`src/rtl/rgb_line_driver.sv`:
```
// HUB75-style line driver: streams one line of COLS pixels per PWM pass over 2**DEPTH passes,
// with divided shift clock, latch and output enable, then holds the last pass on display.
module rgb_line_driver #(
    parameter int COLS       = 32,
    parameter int CHANNELS   = 6,
    parameter int DEPTH      = 8,
    parameter int CLK_DIV    = 1,
    parameter int LAT_CYCLES = 1
) (
    input  logic                        clk,
    input  logic                        rst_n,
    input  logic                        enable,
    input  logic                        line_start,
    output logic [$clog2(COLS)-1:0]     pix_addr,
    input  logic [CHANNELS*DEPTH-1:0]   pix_data,
    output logic                        clk_o,
    output logic [CHANNELS-1:0]         rgb_o,
    output logic                        line_lat,
    output logic                        line_oe,
    output logic                        line_rdy
);
    // state    | meaning
    // IDLE     | waiting for line_start, line_rdy high
    // FETCH    | pixel column being read from the line buffer
    // SHIFT_LO | serial data valid, clk_o low for CLK_DIV cycles
    // SHIFT_HI | clk_o high for CLK_DIV cycles
    // LATCH    | line_lat high, LEDs off, for LAT_CYCLES cycles
    // TAIL     | last latched pass displayed, no shifting
    localparam int COL_W    = $clog2(COLS);
    localparam int TAIL_LEN = COLS * (1 + 2 * CLK_DIV);
    localparam int TMR_MAX  = (TAIL_LEN > LAT_CYCLES) ? TAIL_LEN : LAT_CYCLES;
    localparam int TMR_W    = $clog2(TMR_MAX + 1);
    localparam logic [COL_W-1:0] COL_LAST = COL_W'(COLS - 1);
    localparam logic [DEPTH-1:0] PWM_LAST = '1;

    typedef enum logic [2:0] {IDLE, FETCH, SHIFT_LO, SHIFT_HI, LATCH, TAIL} state_t;

    state_t              state, state_nxt;
    logic [COL_W-1:0]    col_cnt, col_nxt, addr_nxt;
    logic [DEPTH-1:0]    pwm_cnt, pwm_nxt;
    logic [TMR_W-1:0]    tmr, tmr_nxt;
    logic [CHANNELS-1:0] rgb_nxt;
    logic                tmr_done, oe_nxt;

    assign tmr_done = (tmr == '0);

    always_comb begin
        state_nxt = state;
        col_nxt   = col_cnt;
        pwm_nxt   = pwm_cnt;
        tmr_nxt   = tmr;
        addr_nxt  = pix_addr;
        rgb_nxt   = rgb_o;
        case (state)
            IDLE: if (line_start) state_nxt = FETCH;
            FETCH: begin
                state_nxt = SHIFT_LO;
                tmr_nxt   = TMR_W'(CLK_DIV - 1);
                for (int c = 0; c < CHANNELS; c++)
                    rgb_nxt[c] = (pix_data[c*DEPTH +: DEPTH] > pwm_cnt);
            end
            SHIFT_LO: begin
                if (tmr_done) begin
                    state_nxt = SHIFT_HI;
                    tmr_nxt   = TMR_W'(CLK_DIV - 1);
                    // Present the next column early so a registered line buffer has data during FETCH.
                    addr_nxt  = (col_cnt == COL_LAST) ? '0 : col_cnt + COL_W'(1);
                end else begin
                    tmr_nxt = tmr - TMR_W'(1);
                end
            end
            SHIFT_HI: begin
                if (!tmr_done) begin
                    tmr_nxt = tmr - TMR_W'(1);
                end else if (col_cnt != COL_LAST) begin
                    col_nxt   = col_cnt + COL_W'(1);
                    state_nxt = FETCH;
                end else begin
                    col_nxt   = '0;
                    state_nxt = LATCH;
                    tmr_nxt   = TMR_W'(LAT_CYCLES - 1);
                end
            end
            LATCH: begin
                if (!tmr_done) begin
                    tmr_nxt = tmr - TMR_W'(1);
                end else if (pwm_cnt != PWM_LAST) begin
                    pwm_nxt   = pwm_cnt + DEPTH'(1);
                    state_nxt = FETCH;
                end else begin
                    state_nxt = TAIL;
                    tmr_nxt   = TMR_W'(TAIL_LEN - 1);
                    rgb_nxt   = '0;
                end
            end
            TAIL: begin
                if (tmr_done) begin
                    state_nxt = IDLE;
                    pwm_nxt   = '0;
                end else begin
                    tmr_nxt = tmr - TMR_W'(1);
                end
            end
            default: state_nxt = IDLE;
        endcase
        if (!enable) begin
            state_nxt = IDLE;
            col_nxt   = '0;
            pwm_nxt   = '0;
            tmr_nxt   = '0;
            addr_nxt  = '0;
            rgb_nxt   = '0;
        end
        oe_nxt = (state_nxt == TAIL) ||
                 (((state_nxt == FETCH) || (state_nxt == SHIFT_LO) || (state_nxt == SHIFT_HI)) &&
                  (pwm_nxt != '0));
    end

    always_ff @(posedge clk) begin
        if (!rst_n) begin
            state    <= IDLE;
            col_cnt  <= '0;
            pwm_cnt  <= '0;
            tmr      <= '0;
            pix_addr <= '0;
            rgb_o    <= '0;
            clk_o    <= 1'b0;
            line_lat <= 1'b0;
            line_oe  <= 1'b0;
            line_rdy <= 1'b1;
        end else begin
            state    <= state_nxt;
            col_cnt  <= col_nxt;
            pwm_cnt  <= pwm_nxt;
            tmr      <= tmr_nxt;
            pix_addr <= addr_nxt;
            rgb_o    <= rgb_nxt;
            clk_o    <= (state_nxt == SHIFT_HI);
            line_lat <= (state_nxt == LATCH);
            line_oe  <= oe_nxt;
            line_rdy <= (state_nxt == IDLE);
        end
    end
endmodule

```
`config.mk`:
```
export PLATFORM = sky130hd
export DESIGN_NAME = rgb_line_driver
export DESIGN_NICKNAME = d
export VERILOG_FILES = /design/src/rtl/rgb_line_driver.sv
export SDC_FILE = /design/constraint.sdc
export NUM_CORES = 1
export LEC_CHECK = 0
export ABC_CLOCK_PERIOD_IN_PS = 2700
export CORE_UTILIZATION = 50
export DETAILED_ROUTE_END_ITERATION = 8
export PLACE_DENSITY = 0.87
export SYNTH_ARGS = -nofsm -noshare
export SYNTH_HDL_FRONTEND = slang
export SYNTH_SLANG_ARGS = --single-unit
```
`constraint.sdc`:
```
create_clock -name clk -period 2.7 [get_ports clk]
set_input_delay 0.27 -clock clk [delete_from_list [all_inputs] [get_ports clk]]
set_output_delay 0.27 -clock clk [all_outputs]
set_load 0.01 [all_outputs]
```
# == After elaboration in Yosys (flattened, before gate mapping) ==
# Cells that the tools add are included.
# op_classes
n_reduce_logical,15
add_sub_neg,3
n_eq_ne,18
muxes,26
order_cmp,6
# ops
operator,n
$gt A8 B8 Y1,6
$mux W7,6
$pmux W7 S5,1
$mux W8,4
$mux W3,8
$pmux W3 S6,1
$pmux W8 S2,1
$eq A3 B2 Y1 const B,4
$eq A3 B3 Y1 const B,4
$mux W6,2
$pmux W6 S2,1
$mux W5,2
$add A8 B1 Y8 const B,1
$ne A8 B8 Y1 const B,1
$reduce_bool A8 Y1,1
$logic_not A7 Y1,1
$sub A7 B1 Y7 const B,1
$eq A3 B1 Y1 const B,2
$logic_not A3 Y1,2
$ne A2 B2 Y1 const B,3
$ne A3 B3 Y1 const B,2
$reduce_and A2 Y1,3
$add A5 B1 Y5 const B,1
$eq A5 B5 Y1 const B,1
7 further kinds,9
# totals
input_bits,52
wordCells,78
register_bits,38
output_inout_bits,15

# == Longest topological paths before layout ==
# logic_depth
word_depth,10
ltp_mapped,9
ltp_nobuf,8

# == Worst setup path after synthesis ==
# OpenSTA, ideal clock, no wires.
# synth_path
path_type,register to register
start,reg tmr[0]
end,reg line_oe
setup_time_ns,0.138
path_stages_with_launch,9
required_time_ns,2.562
synth_period_minus_slack_ns,2.160
slack_ns,0.540
t_arrival_ns,2.022
path_buffers,0
path_cell_list,dfxtp_1 > inv_1 > ha_1 > or3b_4 > nor3_4 > nand2b_1 > mux2_4 > a2111oi_4 > a41oi_1
# synth_via
elab_chain_cells,9
elab_cells_between_ends,20
cone_classes,4 x eq/ne; 10 x mux; 6 x reduce/logical
# synth_lines
element,line,rtl
from (decl),41,"logic [TMR_W-1:0] tmr, tmr_nxt;"
from (signal assigned),135,tmr <= tmr_nxt;
$logic_not A7 Y1 (*),45,assign tmr_done = (tmr == '0);
"$mux W3, on equally long branches",n/a,
$pmux W3 S6,54,case (state)
$mux W3,106,if (!enable) begin
$eq A3 B1 Y1 or $eq A3 B2 Y1 (tied branches),115,(((state_nxt == FETCH) || (state_nxt == SHIFT_LO) || (state_nxt == SHIFT_HI)) &&
$logic_or A1 B1 Y1 (2 in a row),115,
$logic_and A1 B1 Y1,115,
$logic_or A1 B1 Y1 (*),114,oe_nxt = (state_nxt == TAIL) ||
to (signal assigned),140,line_oe <= oe_nxt;
to (decl),19,"output logic line_oe,"
# Mark *: on every way between the ends. The rest lies on a longest branch, timed or not.
# A chain may end at the register's enable or synchronous reset.

# == Worst setup path after layout ==
# Same ends and word-level chain as after synthesis.

==> flow_metrics.tcl <==
set metrics [dict create \
    postSynthNetCount 452 \
    ys_dominant_reg_cell "dfxtp_1" \
    peakVddDrop_v 0.000407 \
    yosysTopAreaCellShare_pct 25.7 \
    synth_edf_count 0 \
    timing_worst_setup_path_type "reg -> reg" \
    yosys-top-cells-area "dfxtp_1, ha_1, a21oi_1" \
    detail_route.drc_violations 0 \
    totalNegativeSetupSlack_ps 0 \
    setup_viol 0 \
    cts.path.max_buffers 2 \
    clk_pin_slew_ps 70 \
    ctsHoldBuffers 0 \
    arrival_ps 2490 \
    synth-seq-area-share_pct 25.7 \
    cts_made_buffers 5 \
    layout_min_cycle_time_ps 2320 \
    antenna_found_initial 0 \
    dp_slack_ps 369 \
    worst-endpoint-required_ps 2860 \
    p_leak_nw 1.52 \
    p_comb_share_pct 18.3 \
    worstSetupStartpoint "tmr[0]$_SDFFE_PN0P_" \
    max_cap_viol_count 0 \
    yosys_warnings 0 \
    final_critical_path_setup_slack_ps 377 \
    critPathLaunchType "flip-flop" \
    globalRouteTotalUtil_pct 25.9 \
    p_clk_share_pct 33.8 \
    postCtsResizedCells 0 \
    grt_setup_unrepaired "false" \
    p_seq_share_pct 47.9 \
    number_of_primary_i_o_pins 67 \
    clock_insertion_delay_worst_skew_ps 290 \
    drt_pre_antenna_iters 5 \
    initialDrtViolationCount 210 \
    yosys.cell_count.top_type "ha_1" \
    globalRouteOverflowTotal 0 \
    grt_pass1_wl_mm 12.6 \
    gpl.final_weighted_congestion 0.888 \
    timing.hold.worst.class "reg -> reg" \
    post-dp-hpwl_mm 6.17 \
    tritoncts "built" \
    post-cts-setup-buffers 0 \
    floorplan.initialDensity_pct 52.7 \
    maximum_number_of_pins_on_one_net_before_global_route_repair 16 \
    antenna_left 0 \
    num_rows 27 \
    synth.cell_area_sq_mm 0.00296 \
    timing.final.crit_share_pct 86.0 \
    detailed_route_wire_length_mm 7.75 \
    routed-via-count 2914 \
    pwr_density_cell_mw_per_mm2 310 \
    io_buffers 66 \
    synth_largest_area_cell "dfxtp_1" \
    worstReg2RegStart "tmr[0]$_SDFFE_PN0P_" \
    wl_per_cell_microns 15.7 \
    final_nets 525 \
    final_hold_viol_count 0 \
    fp.dieArea_sq_mm 0.00622 \
    layout-drive-gt1-share_pct 5.46 \
    min_from "pix_addr[1]$_SDFFE_PN0P_" \
    timing.slew.headroom_pct 64.2 \
    clock_sink_count 38 \
    outcome "complete, no violations" \
    ys_top_cells_by_count "ha_1, dfxtp_1, a21oi_1, nor2_1, o21ai_0" \
    internal-power_mw 0.897 \
    switching_share_pct 24.3 \
    antenna_cells_inserted 0 \
    maxClockFrequency_mhz 431 \
    worstSetupEndpointType "flip-flop" \
    area_growth_pct 29.2 \
    design.core.area_sq_mm 0.00561 \
    die_h_microns 78.9 \
    htreeDepth 2 \
    async_flop_share_pct 0 \
    final-max-slew-violation-count 0 \
    vias_in_the_first_global_route 2814 \
    dieWidth_microns 78.9 \
    finClkSkew_ps 7.51 \
    ys_types 56 \
    synth_cells 347 \
    max_slew.worst_pin.slew_ps 524 \
    ctsRootBufferMaster "clkbuf_8" \
    detail_route.vias_per_cell 5.91 \
    synth.ff_latch_count 38 \
    critical_path.max_fanout 5 \
    avgSynthCellArea_sq_um 8.52 \
    power_switching_mw 0.287 \
]
[logic make-up after synthesis]
logic type	synth area share (%)
AO/OA/AOI/OAI	22.9
AND/OR/NAND/NOR	23.4
buffers and inverters	3.13
XOR/XNOR	0.889
multiplexers	1.52
flip-flops	25.7
adder cells (fa/ha/maj)	22.4
[cell usage in the layout (no fill, tap or decap), types with 5 or more instances in the layout]
master	netlist	layout
buf_4	0	6
a22o_1	6	6
nand2_1	13	13
o21a_1	6	6
and2_1	7	7
clkbuf_8	0	6
dfxtp_1	38	38
o21ai_0	21	21
nand3_1	10	10
a21oi_1	35	35
ha_1	53	53
nand2b_1	11	11
clkdlybuf4s50_1	0	66
nand4_1	14	14
nor2_1	25	25
nor2b_1	10	10
and3_1	5	5
inv_1	17	17
nor3_1	8	8
a21o_1	13	13
[power by group through the flow]
stage | registers [mW] | logic [mW] | clock network (mW)
3_3_place_gp | 0.580 | 0.206 | 0
4_1_cts | 0.567 | 0.216 | 0.410
2_1_floorplan | 0.581 | 0.0983 | 0
5_1_grt | 0.567 | 0.239 | 0.434
6_report | 0.567 | 0.217 | 0.401
3_5_place_dp | 0.580 | 0.214 | 0
[worst max-delay path, stage by stage, from the launching register on]
cell and delay, ps:
dfxtp_1 340, inv_1 70, ha_1 190, or3b_4 450, nor3_4 260, nand2b_1 130
mux2_4 290, a2111oi_4 330, a41oi_1 140
[sequential cells by signal, indices dropped and copies added, names as in the netlist]
register / count
pwm_cnt: 8
clk_o: 1
col_cnt: 5
line_lat: 1
state: 3
tmr: 7
line_oe: 1
pix_addr: 5
rgb_o: 6
line_rdy: 1
[layout make-up]
type | count | area [sq um]
timing repair buffer | 72 | 706
tap | 72 | 90.1
clock buffer | 7 | 86.3
fill | 460 | 1790
sequential | 38 | 761
multi-input combinational | 285 | 2100
inverter | 18 | 67.6
clock inverter | 1 | 5.00
[metal layers]
| layer | vias up | track usage [%] | part of all wire (%) |
|---|---|---|---|
| li1 | 1441 | - | - |
| met3 | 15 | 5.29 | 5.0 |
| met1 | 1365 | 31.7 | 45 |
| met2 | 93 | 45.1 | 48 |
| met4 | 0 | 8.55 | 2.2 |
| met5 | - | 0 | 0 |
[path summary, 6_finish.rpt]
kind / slack (ps) / cells after the start / end
hold reg to reg: 450 / 2 / pix_addr[1]$_SDFFE_PN0P_
setup / recovery: 380 / 8 / line_oe$_SDFF_PN0_
hold / removal: 450 / 2 / pix_addr[1]$_SDFFE_PN0P_
setup reg to reg: 380 / 8 / line_oe$_SDFF_PN0_
[metrics by stage]
| stage | util (%) | area [sq um] | cells | total power [mW] | hold WS, ps |
|---|---|---|---|---|---|
| floorplan | - | 2960 | 347 | 0.679 | 392 |
| global placement | 66.5 | 3730 | 485 | 0.785 | 447 |
| detailed placement | 66.5 | 3730 | 485 | 0.794 | 448 |
| CTS | 68.1 | 3820 | 493 | 1.19 | 458 |
| global route | 68.1 | 3820 | 493 | 1.24 | 491 |
| finish | 68.1 | 3820 | 493 | 1.18 | 453 |
Note: power is estimated with default switching activity, not from simulation.
